## config.mk

```make
export PLATFORM = sky130hd
export DESIGN_NAME = tl_phase_scheduler_flat
export DESIGN_NICKNAME = d
export VERILOG_FILES = /design/src/rtl/tl_phase_if.sv /design/src/rtl/tl_phase_scheduler.sv /design/src/flat_wrapper.sv
export SDC_FILE = /design/constraint.sdc
export NUM_CORES = 1
export LEC_CHECK = 0
export BUFFER_PORTS_ARGS = -buffer_cell sky130_fd_sc_hd__buf_2
export CAP_MARGIN = 5
export CORE_MARGIN = 2
export CORE_UTILIZATION = 55
export CTS_CLUSTER_SIZE = 10
export DETAILED_ROUTE_END_ITERATION = 6
export GPL_ROUTABILITY_DRIVEN = 0
export GPL_TIMING_DRIVEN = 0
export PLACE_DENSITY = 0.88
export SETUP_SLACK_MARGIN = 0.5
export SLEW_MARGIN = 25
export SYNTH_ARGS = -nofsm -noshare
export SYNTH_HDL_FRONTEND = slang
export SYNTH_SLANG_ARGS = --single-unit
```

## constraint.sdc

```tcl
create_clock -name clk -period 3.25 [get_ports clk]
set_input_delay 0.65 -clock clk [delete_from_list [all_inputs] [get_ports clk]]
set_output_delay 0.65 -clock clk [all_outputs]
set_load 0.01 [all_outputs]
```

## src/rtl/tl_phase_if.sv

```systemverilog
`default_nettype none
// +-----------------------------------------------------------------------+
// | Module   : tl_phase_if                                                |
// | Purpose  : Phase-command channel between the phase scheduler and the  |
// |            light sequencer (valid/ready command plus done pulse).     |
// | Revision : 1.0  initial release                                       |
// +-----------------------------------------------------------------------+
interface tl_phase_if #(
  parameter int CW = 8
);
  logic          cmd_valid;
  logic [2:0]    cmd_phase;
  logic [CW-1:0] cmd_time;
  logic          cmd_ready;
  logic          phase_done;

  // Scheduler side: offers commands, receives acceptance and completion.
  modport master (
    output cmd_valid, cmd_phase, cmd_time,
    input  cmd_ready, phase_done
  );

  // Sequencer side: accepts commands, reports completion.
  modport slave (
    input  cmd_valid, cmd_phase, cmd_time,
    output cmd_ready, phase_done
  );
endinterface
`default_nettype wire

```

## src/rtl/tl_phase_scheduler.sv

```systemverilog
`default_nettype none
// +-----------------------------------------------------------------------+
// | Module   : tl_phase_scheduler                                         |
// | Purpose  : Chooses the next intersection phase and its duration and   |
// |            issues it to the light sequencer; handles pedestrian,      |
// |            transit, emergency and accident priorities.                |
// | Revision : 1.0  initial release                                       |
// +-----------------------------------------------------------------------+
module tl_phase_scheduler #(
  parameter int CW         = 8,
  parameter int MIN_GREEN  = 20,
  parameter int EXT_STEP   = 10,
  parameter int MAX_GREEN  = 100,
  parameter int PED_TIME   = 20,
  parameter int CLEAR_TIME = 10
) (
  input  wire        clk,
  input  wire        reset,
  input  wire        accident,
  input  wire        emerg_a,
  input  wire        emerg_b,
  input  wire        ped_req_a,
  input  wire        ped_req_b,
  input  wire        veh_a,
  input  wire        veh_b,
  input  wire        transit_a,
  input  wire        transit_b,
  output logic [1:0] ped_pending,
  output logic       busy,
  tl_phase_if.master cmd
);

  localparam logic [2:0] P_ALL_RED = 3'd0;
  localparam logic [2:0] P_SERVE_A = 3'd1;
  localparam logic [2:0] P_SERVE_B = 3'd2;
  localparam logic [2:0] P_PED     = 3'd3;
  localparam logic [2:0] P_EMERG_A = 3'd4;
  localparam logic [2:0] P_EMERG_B = 3'd5;
  localparam logic [2:0] P_FLASH   = 3'd6;

  typedef enum logic [1:0] {
    S_IDLE  = 2'd0,
    S_ISSUE = 2'd1,
    S_WAIT  = 2'd2
  } state_t;

  state_t        state;
  logic          issue_valid;
  logic [2:0]    issue_phase;
  logic [CW-1:0] issue_time;
  logic          last_served;   // 0 = approach A, 1 = approach B
  logic [2:0]    last_phase;    // last phase that actually transferred

  logic          dem_a;
  logic          dem_b;
  logic          serve_b;
  logic          serve_veh;
  logic          serve_transit;
  logic [CW:0]   green_sum;
  logic [CW-1:0] green_time;
  logic          last_vehicle;
  logic [2:0]    sel_phase;
  logic [CW-1:0] sel_time;
  logic          sel_priority;
  logic          preempt;
  logic          release_hit;
  logic          xfer;

  assign cmd.cmd_valid = issue_valid;
  assign cmd.cmd_phase = issue_phase;
  assign cmd.cmd_time  = issue_time;

  // Next-phase selection, green-time computation and preemption/release detection.
  always_comb begin
    dem_a         = veh_a | transit_a;
    dem_b         = veh_b | transit_b;
    // Prefer the other approach when it has demand, then the same one, else the other.
    serve_b       = last_served ? (!dem_a && dem_b) : (dem_b || !dem_a);
    serve_veh     = serve_b ? veh_b : veh_a;
    serve_transit = serve_b ? transit_b : transit_a;
    green_sum     = (CW+1)'(MIN_GREEN)
                  + (serve_veh     ? (CW+1)'(EXT_STEP) : '0)
                  + (serve_transit ? (CW+1)'(EXT_STEP) : '0);
    green_time    = (green_sum > (CW+1)'(MAX_GREEN)) ? CW'(MAX_GREEN) : green_sum[CW-1:0];
    last_vehicle  = (last_phase == P_SERVE_A) || (last_phase == P_SERVE_B);

    sel_priority  = 1'b1;
    sel_time      = '0;
    if (accident) begin
      sel_phase = P_FLASH;
    end else if (emerg_a) begin
      sel_phase = P_EMERG_A;
    end else if (emerg_b) begin
      sel_phase = P_EMERG_B;
    end else if ((ped_pending != 2'b00) && last_vehicle) begin
      sel_phase    = P_PED;
      sel_time     = CW'(PED_TIME);
      sel_priority = 1'b0;
    end else begin
      sel_phase    = serve_b ? P_SERVE_B : P_SERVE_A;
      sel_time     = green_time;
      sel_priority = 1'b0;
    end

    // A higher-priority request that differs from what is running cuts the phase short.
    preempt     = sel_priority && (sel_phase != issue_phase);
    release_hit = ((issue_phase == P_EMERG_A) && !emerg_a)
               || ((issue_phase == P_EMERG_B) && !emerg_b)
               || ((issue_phase == P_FLASH)   && !accident);
    xfer        = issue_valid && cmd.cmd_ready;
  end

  // Command FSM: load payload, hold it through the handshake, then wait or preempt.
  always_ff @(posedge clk or posedge reset) begin
    if (reset) begin
      state       <= S_IDLE;
      issue_valid <= 1'b0;
      issue_phase <= P_ALL_RED;
      issue_time  <= '0;
      busy        <= 1'b0;
      last_served <= 1'b1;
      last_phase  <= P_ALL_RED;
    end else begin
      case (state)
        S_IDLE: begin
          issue_phase <= sel_phase;
          issue_time  <= sel_time;
          issue_valid <= 1'b1;
          busy        <= 1'b1;
          state       <= S_ISSUE;
        end
        S_ISSUE: begin
          if (xfer) begin
            issue_valid <= 1'b0;
            last_phase  <= issue_phase;
            if (issue_phase == P_SERVE_A) last_served <= 1'b0;
            if (issue_phase == P_SERVE_B) last_served <= 1'b1;
            state       <= S_WAIT;
          end
        end
        S_WAIT: begin
          if (preempt) begin
            busy  <= 1'b0;
            state <= S_IDLE;
          end else if (release_hit) begin
            // Clearance interval; the released emergency approach counts as just served.
            issue_phase <= P_ALL_RED;
            issue_time  <= CW'(CLEAR_TIME);
            issue_valid <= 1'b1;
            if (issue_phase == P_EMERG_A) last_served <= 1'b0;
            if (issue_phase == P_EMERG_B) last_served <= 1'b1;
            state       <= S_ISSUE;
          end else if (cmd.phase_done) begin
            busy  <= 1'b0;
            state <= S_IDLE;
          end
        end
        default: begin
          issue_valid <= 1'b0;
          busy        <= 1'b0;
          state       <= S_IDLE;
        end
      endcase
    end
  end

  // Pedestrian request latch; cleared when the PED command transfers, new presses win.
  always_ff @(posedge clk or posedge reset) begin
    if (reset) begin
      ped_pending <= 2'b00;
    end else begin
      ped_pending <= ((xfer && (issue_phase == P_PED)) ? 2'b00 : ped_pending)
                   | {ped_req_b, ped_req_a};
    end
  end

endmodule
`default_nettype wire

```

## src/flat_wrapper.sv

```systemverilog
// flat-port wrapper written by rule: the top's interface ports become plain ports
module tl_phase_scheduler_flat 
#(
  parameter int CW         = 8,
  parameter int MIN_GREEN  = 20,
  parameter int EXT_STEP   = 10,
  parameter int MAX_GREEN  = 100,
  parameter int PED_TIME   = 20,
  parameter int CLEAR_TIME = 10
)
  (clk, reset, accident, emerg_a, emerg_b, ped_req_a, ped_req_b, veh_a, veh_b, transit_a, transit_b, ped_pending, busy, cmd_cmd_valid, cmd_cmd_phase, cmd_cmd_time, cmd_cmd_ready, cmd_phase_done);
  tl_phase_if #(.CW(CW)) cmd_i ();
  input  wire clk;
  input  wire reset;
  input  wire accident;
  input  wire emerg_a;
  input  wire emerg_b;
  input  wire ped_req_a;
  input  wire ped_req_b;
  input  wire veh_a;
  input  wire veh_b;
  input  wire transit_a;
  input  wire transit_b;
  output logic [1:0] ped_pending;
  output logic busy;
  output wire logic [$bits(cmd_i.cmd_valid)-1:0] cmd_cmd_valid;
  output wire logic [$bits(cmd_i.cmd_phase)-1:0] cmd_cmd_phase;
  output wire logic [$bits(cmd_i.cmd_time)-1:0] cmd_cmd_time;
  input wire logic [$bits(cmd_i.cmd_ready)-1:0] cmd_cmd_ready;
  input wire logic [$bits(cmd_i.phase_done)-1:0] cmd_phase_done;
  assign cmd_cmd_valid = cmd_i.cmd_valid;
  assign cmd_cmd_phase = cmd_i.cmd_phase;
  assign cmd_cmd_time = cmd_i.cmd_time;
  assign cmd_i.cmd_ready = cmd_cmd_ready;
  assign cmd_i.phase_done = cmd_phase_done;
  tl_phase_scheduler #(.CW(CW), .MIN_GREEN(MIN_GREEN), .EXT_STEP(EXT_STEP), .MAX_GREEN(MAX_GREEN), .PED_TIME(PED_TIME), .CLEAR_TIME(CLEAR_TIME)) u_core (.clk(clk), .reset(reset), .accident(accident), .emerg_a(emerg_a), .emerg_b(emerg_b), .ped_req_a(ped_req_a), .ped_req_b(ped_req_b), .veh_a(veh_a), .veh_b(veh_b), .transit_a(transit_a), .transit_b(transit_b), .ped_pending(ped_pending), .busy(busy), .cmd(cmd_i));
endmodule
```

==> flow_metrics.env <==
export IMPL_status="finished, final reports clean"
export IMPL_overflow=0
export IMPL_synthCells=109
export IMPL_finClkSkew_ps=3.700
export IMPL_grt_busiest_layer="met2"
export IMPL_finalHoldViolCount=0
export IMPL_crit_arrival_ps=1970
export IMPL_hold_ws_ps=424.4
export IMPL_grt_pass1_wl_um=3801
export IMPL_finalMaxSlewViolations=0
export IMPL_cts_buffers=3
export IMPL_path_delay_family="flip-flops"
export IMPL_slowest_delay_ps=600
export IMPL_detail_route_wl_per_cell_um=14.39
export IMPL_leakage_uw=0.0005748
export IMPL_num_nets_final=155
export IMPL_cts_resized=0
export IMPL_cp_num_buf_inv=2
export IMPL_setup_tns_ps=0
export IMPL_cts_sinks=18
export IMPL_wl_um=2360
export IMPL_vias=935
export IMPL_setup_viol=0
export IMPL_grt_use_met2_pct=39.46
export IMPL_area_growth_pct=18.75
export IMPL_cp_common_cell="inv_1"
export IMPL_antenna_found_initial=0
export IMPL_required_ps=3460
export IMPL_max_slew_margin_pct=54.48
export IMPL_dp_hpwl_um=1777
export IMPL_fin_cells=164
export IMPL_grt_pass1_vias=891
export IMPL_grt_total_usage_pct=24.33
export IMPL_seqPwrFrac_pct=40.7
export IMPL_peakVddDrop_v=0.0004962
export IMPL_postLayoutCellArea_sq_um=1236
export IMPL_ys_seq_area_share_pct=43.39
export IMPL_start_util_pct=59.64
export IMPL_switchingPower_uw=403.9
export IMPL_core_area_sq_um=1745
export IMPL_fp_dieArea_sq_um=2257
export IMPL_crit_type="register to register"
export IMPL_tightest_slew_ps=682.1
export IMPL_synthArstFlopShare_pct=100.0
export IMPL_die_x_um=47.51
export IMPL_io_pin_count=28
export IMPL_synth_edf_count=0
export IMPL_pwr_share_comb_pct=44.7
export IMPL_placedCellCount=160
export IMPL_cts_max_path_buffers=2
export IMPL_critPathMaxFanout=6
export IMPL_period_needed_ps=1760
export IMPL_std_cell_rows=15
export IMPL_cp_start_kind="register"
export IMPL_antenna_cells=0
export IMPL_synth_seq_cells=18
export IMPL_grt_max_degree=19
export IMPL_finalCritPeriodShare_pct=54.16
export IMPL_slowest_stage="dfstp_2"
export IMPL_htree_levels=1
export IMPL_switching_share_pct=40.95
export IMPL_drt_pass1_iter_count=4
export IMPL_yosysWarnings=0
export IMPL_max_freq_mhz=568.1
export IMPL_max_cap_viol_count=0
export IMPL_worst_setup_path_end_kind="register"
export IMPL_synth_ff_type="dfrtp_1"
export IMPL_fillers=135
export IMPL_grtUsageMet3_pct=2.642
export IMPL_synth_area_sq_um=1041
export IMPL_drc=0
export IMPL_numPortBuffers=24
export IMPL_drt_iter0_markers=22
export IMPL_layout_drive_gt1_share_pct=28.78
export IMPL_power_density_nw_per_um2=798.0
export IMPL_postCtsSetupBuffers=0
export IMPL_cts_tree="yes"
export IMPL_p_int_uw=582.6
export IMPL_clock_latency_ps=300
export IMPL_grt_use_met1_pct=29.83
export IMPL_power_uw=986.5
export IMPL_hold_path_class="input pin to asynchronous set/reset pin"
export IMPL_clk_pin_slew_ps=110
export IMPL_cts_hold_buffers=0
export IMPL_clockPowerShare_pct=14.6
export IMPL_die_y_um=47.51
export IMPL_rsz0062_at_grt="false"
export IMPL_via_per_inst=5.701
export IMPL_placed_area_sq_um=1200
export IMPL_synth_distinct_cells=41
export IMPL_antenna_left=0
export IMPL_crit_chain="inv_1 > a21oi_1 > nor2_1 > a31o_1 > ha_1 > inv_1 > o311ai_1"
export IMPL_root_buffer="clkbuf_4"
export IMPL_syn_avg_cell_area_sq_um=9.550
-- per-layer routing --
| metal | up-vias | share of wire, % |
|---|---|---|
| met5 | - | 0 |
| met4 | 0 | 3.4 |
| met3 | 9 | 4.7 |
| met2 | 33 | 50 |
| met1 | 442 | 42 |
| li1 | 451 | - |
-- path summary, 6_finish.rpt --
path                                         from                 endpoint  slack (ps)  depth (start not counted)
max                            u_core.last_served   u_core.cmd.cmd_time[1]        1490                          7
min                                         reset     u_core.cmd.cmd_valid         420                          2
max reg2reg                    u_core.last_served   u_core.cmd.cmd_time[1]        1490                          7
min reg2reg                u_core.cmd.cmd_time[2]   u_core.cmd.cmd_time[2]         490                          2
max in group asynchronous                   reset  u_core.cmd.cmd_phase[1]        2390                          2
min in group clk           u_core.cmd.cmd_time[2]   u_core.cmd.cmd_time[2]         490                          2
-- cell families after synthesis --
kind of cell / synth area share, %
AOI/OAI and AO/OA: 23.44
muxes: 3.125
xor gates and xnor gates: 0.8415
buffers and inverters: 7.211
and+or+nand+nor: 18.27
adders and majority gates: 3.365
other: 0.3602
DFF: 43.39
-- cells in the final DEF, fill, tap and decap left out, types with 2 or more instances in the layout --
| master | synthesis | routed |
|---|---|---|
| buf_2 | 0 | 24 |
| dfrtp_1 | 17 | 17 |
| nand2_1 | 13 | 13 |
| inv_1 | 8 | 8 |
| nor2_1 | 6 | 6 |
| o21ai_1 | 5 | 5 |
| a21oi_1 | 5 | 5 |
| buf_4 | 4 | 4 |
| o21ai_0 | 4 | 4 |
| a31oi_1 | 3 | 3 |
| o31ai_1 | 3 | 3 |
| conb_1 | 1 | 3 |
| clkbuf_4 | 0 | 3 |
| nor3_1 | 2 | 2 |
| a21boi_1 | 2 | 2 |
| nor2b_1 | 2 | 2 |
| o22ai_1 | 2 | 2 |
| o41ai_1 | 2 | 2 |
| mux2_2 | 2 | 2 |
| a31o_1 | 2 | 2 |
| a21o_1 | 2 | 2 |
| o311ai_1 | 2 | 2 |
| ha_1 | 2 | 2 |
-- power groups by stage --
stage	sequential, uW	clock, uW	combinational (uW)
4_1_cts	399	146	441
2_1_floorplan	414	0	286
5_1_grt	414	154	492
3_5_place_dp	404	0	439
3_3_place_gp	398	0	416
6_report	402	144	441
-- flip-flops by register name (all words and copies together), names as in the netlist --
name and count:
u_core.cmd.cmd_time 5, u_core.busy 1, u_core.cmd.cmd_phase 3, u_core.ped_pending 2, u_core.state 2, u_core.last_phase 3
u_core.last_served 1, u_core.cmd.cmd_valid 1
-- area by class of cell --
cell class	instances	area [sq um]	share of cell area, %
repair buffers	24	120.1	9.717
inverters	8	30.03	2.429
clock buffers	4	36.28	2.935
flip-flops and latches	18	451.7	36.54
well taps	25	31.28	2.530
plain buffers	5	45.04	3.644
multi-input cells	80	521.8	42.21
-- synthesized netlist by cell type (2+ instances only) --
cell	n	area [sq um]
dfrtp_1	17	425.4
o21ai_1	5	25.02
inv_1	8	30.03
nand2_1	13	48.80
o311ai_1	2	17.52
a21oi_1	5	25.02
a21o_1	2	15.01
a21boi_1	2	15.01
o22ai_1	2	12.51
o21ai_0	4	20.02
nor2_1	6	22.52
nor3_1	2	10.01
o31ai_1	3	22.52
buf_4	4	30.03
nor2b_1	2	12.51
ha_1	2	25.02
a31oi_1	3	18.77
o41ai_1	2	17.52
mux2_2	2	22.52
a31o_1	2	17.52
-- stage by stage --
| step | utilization (%) | setup slack (ps) |
|---|---|---|
| after floorplan | - | 1595 |
| after global placement | 68.75 | 1433 |
| after detailed placement | 68.75 | 1400 |
| after CTS | 70.82 | 1491 |
| after global routing | 70.82 | 1358 |
| final | 70.82 | 1490 |
(Power assumes the default switching activity.)
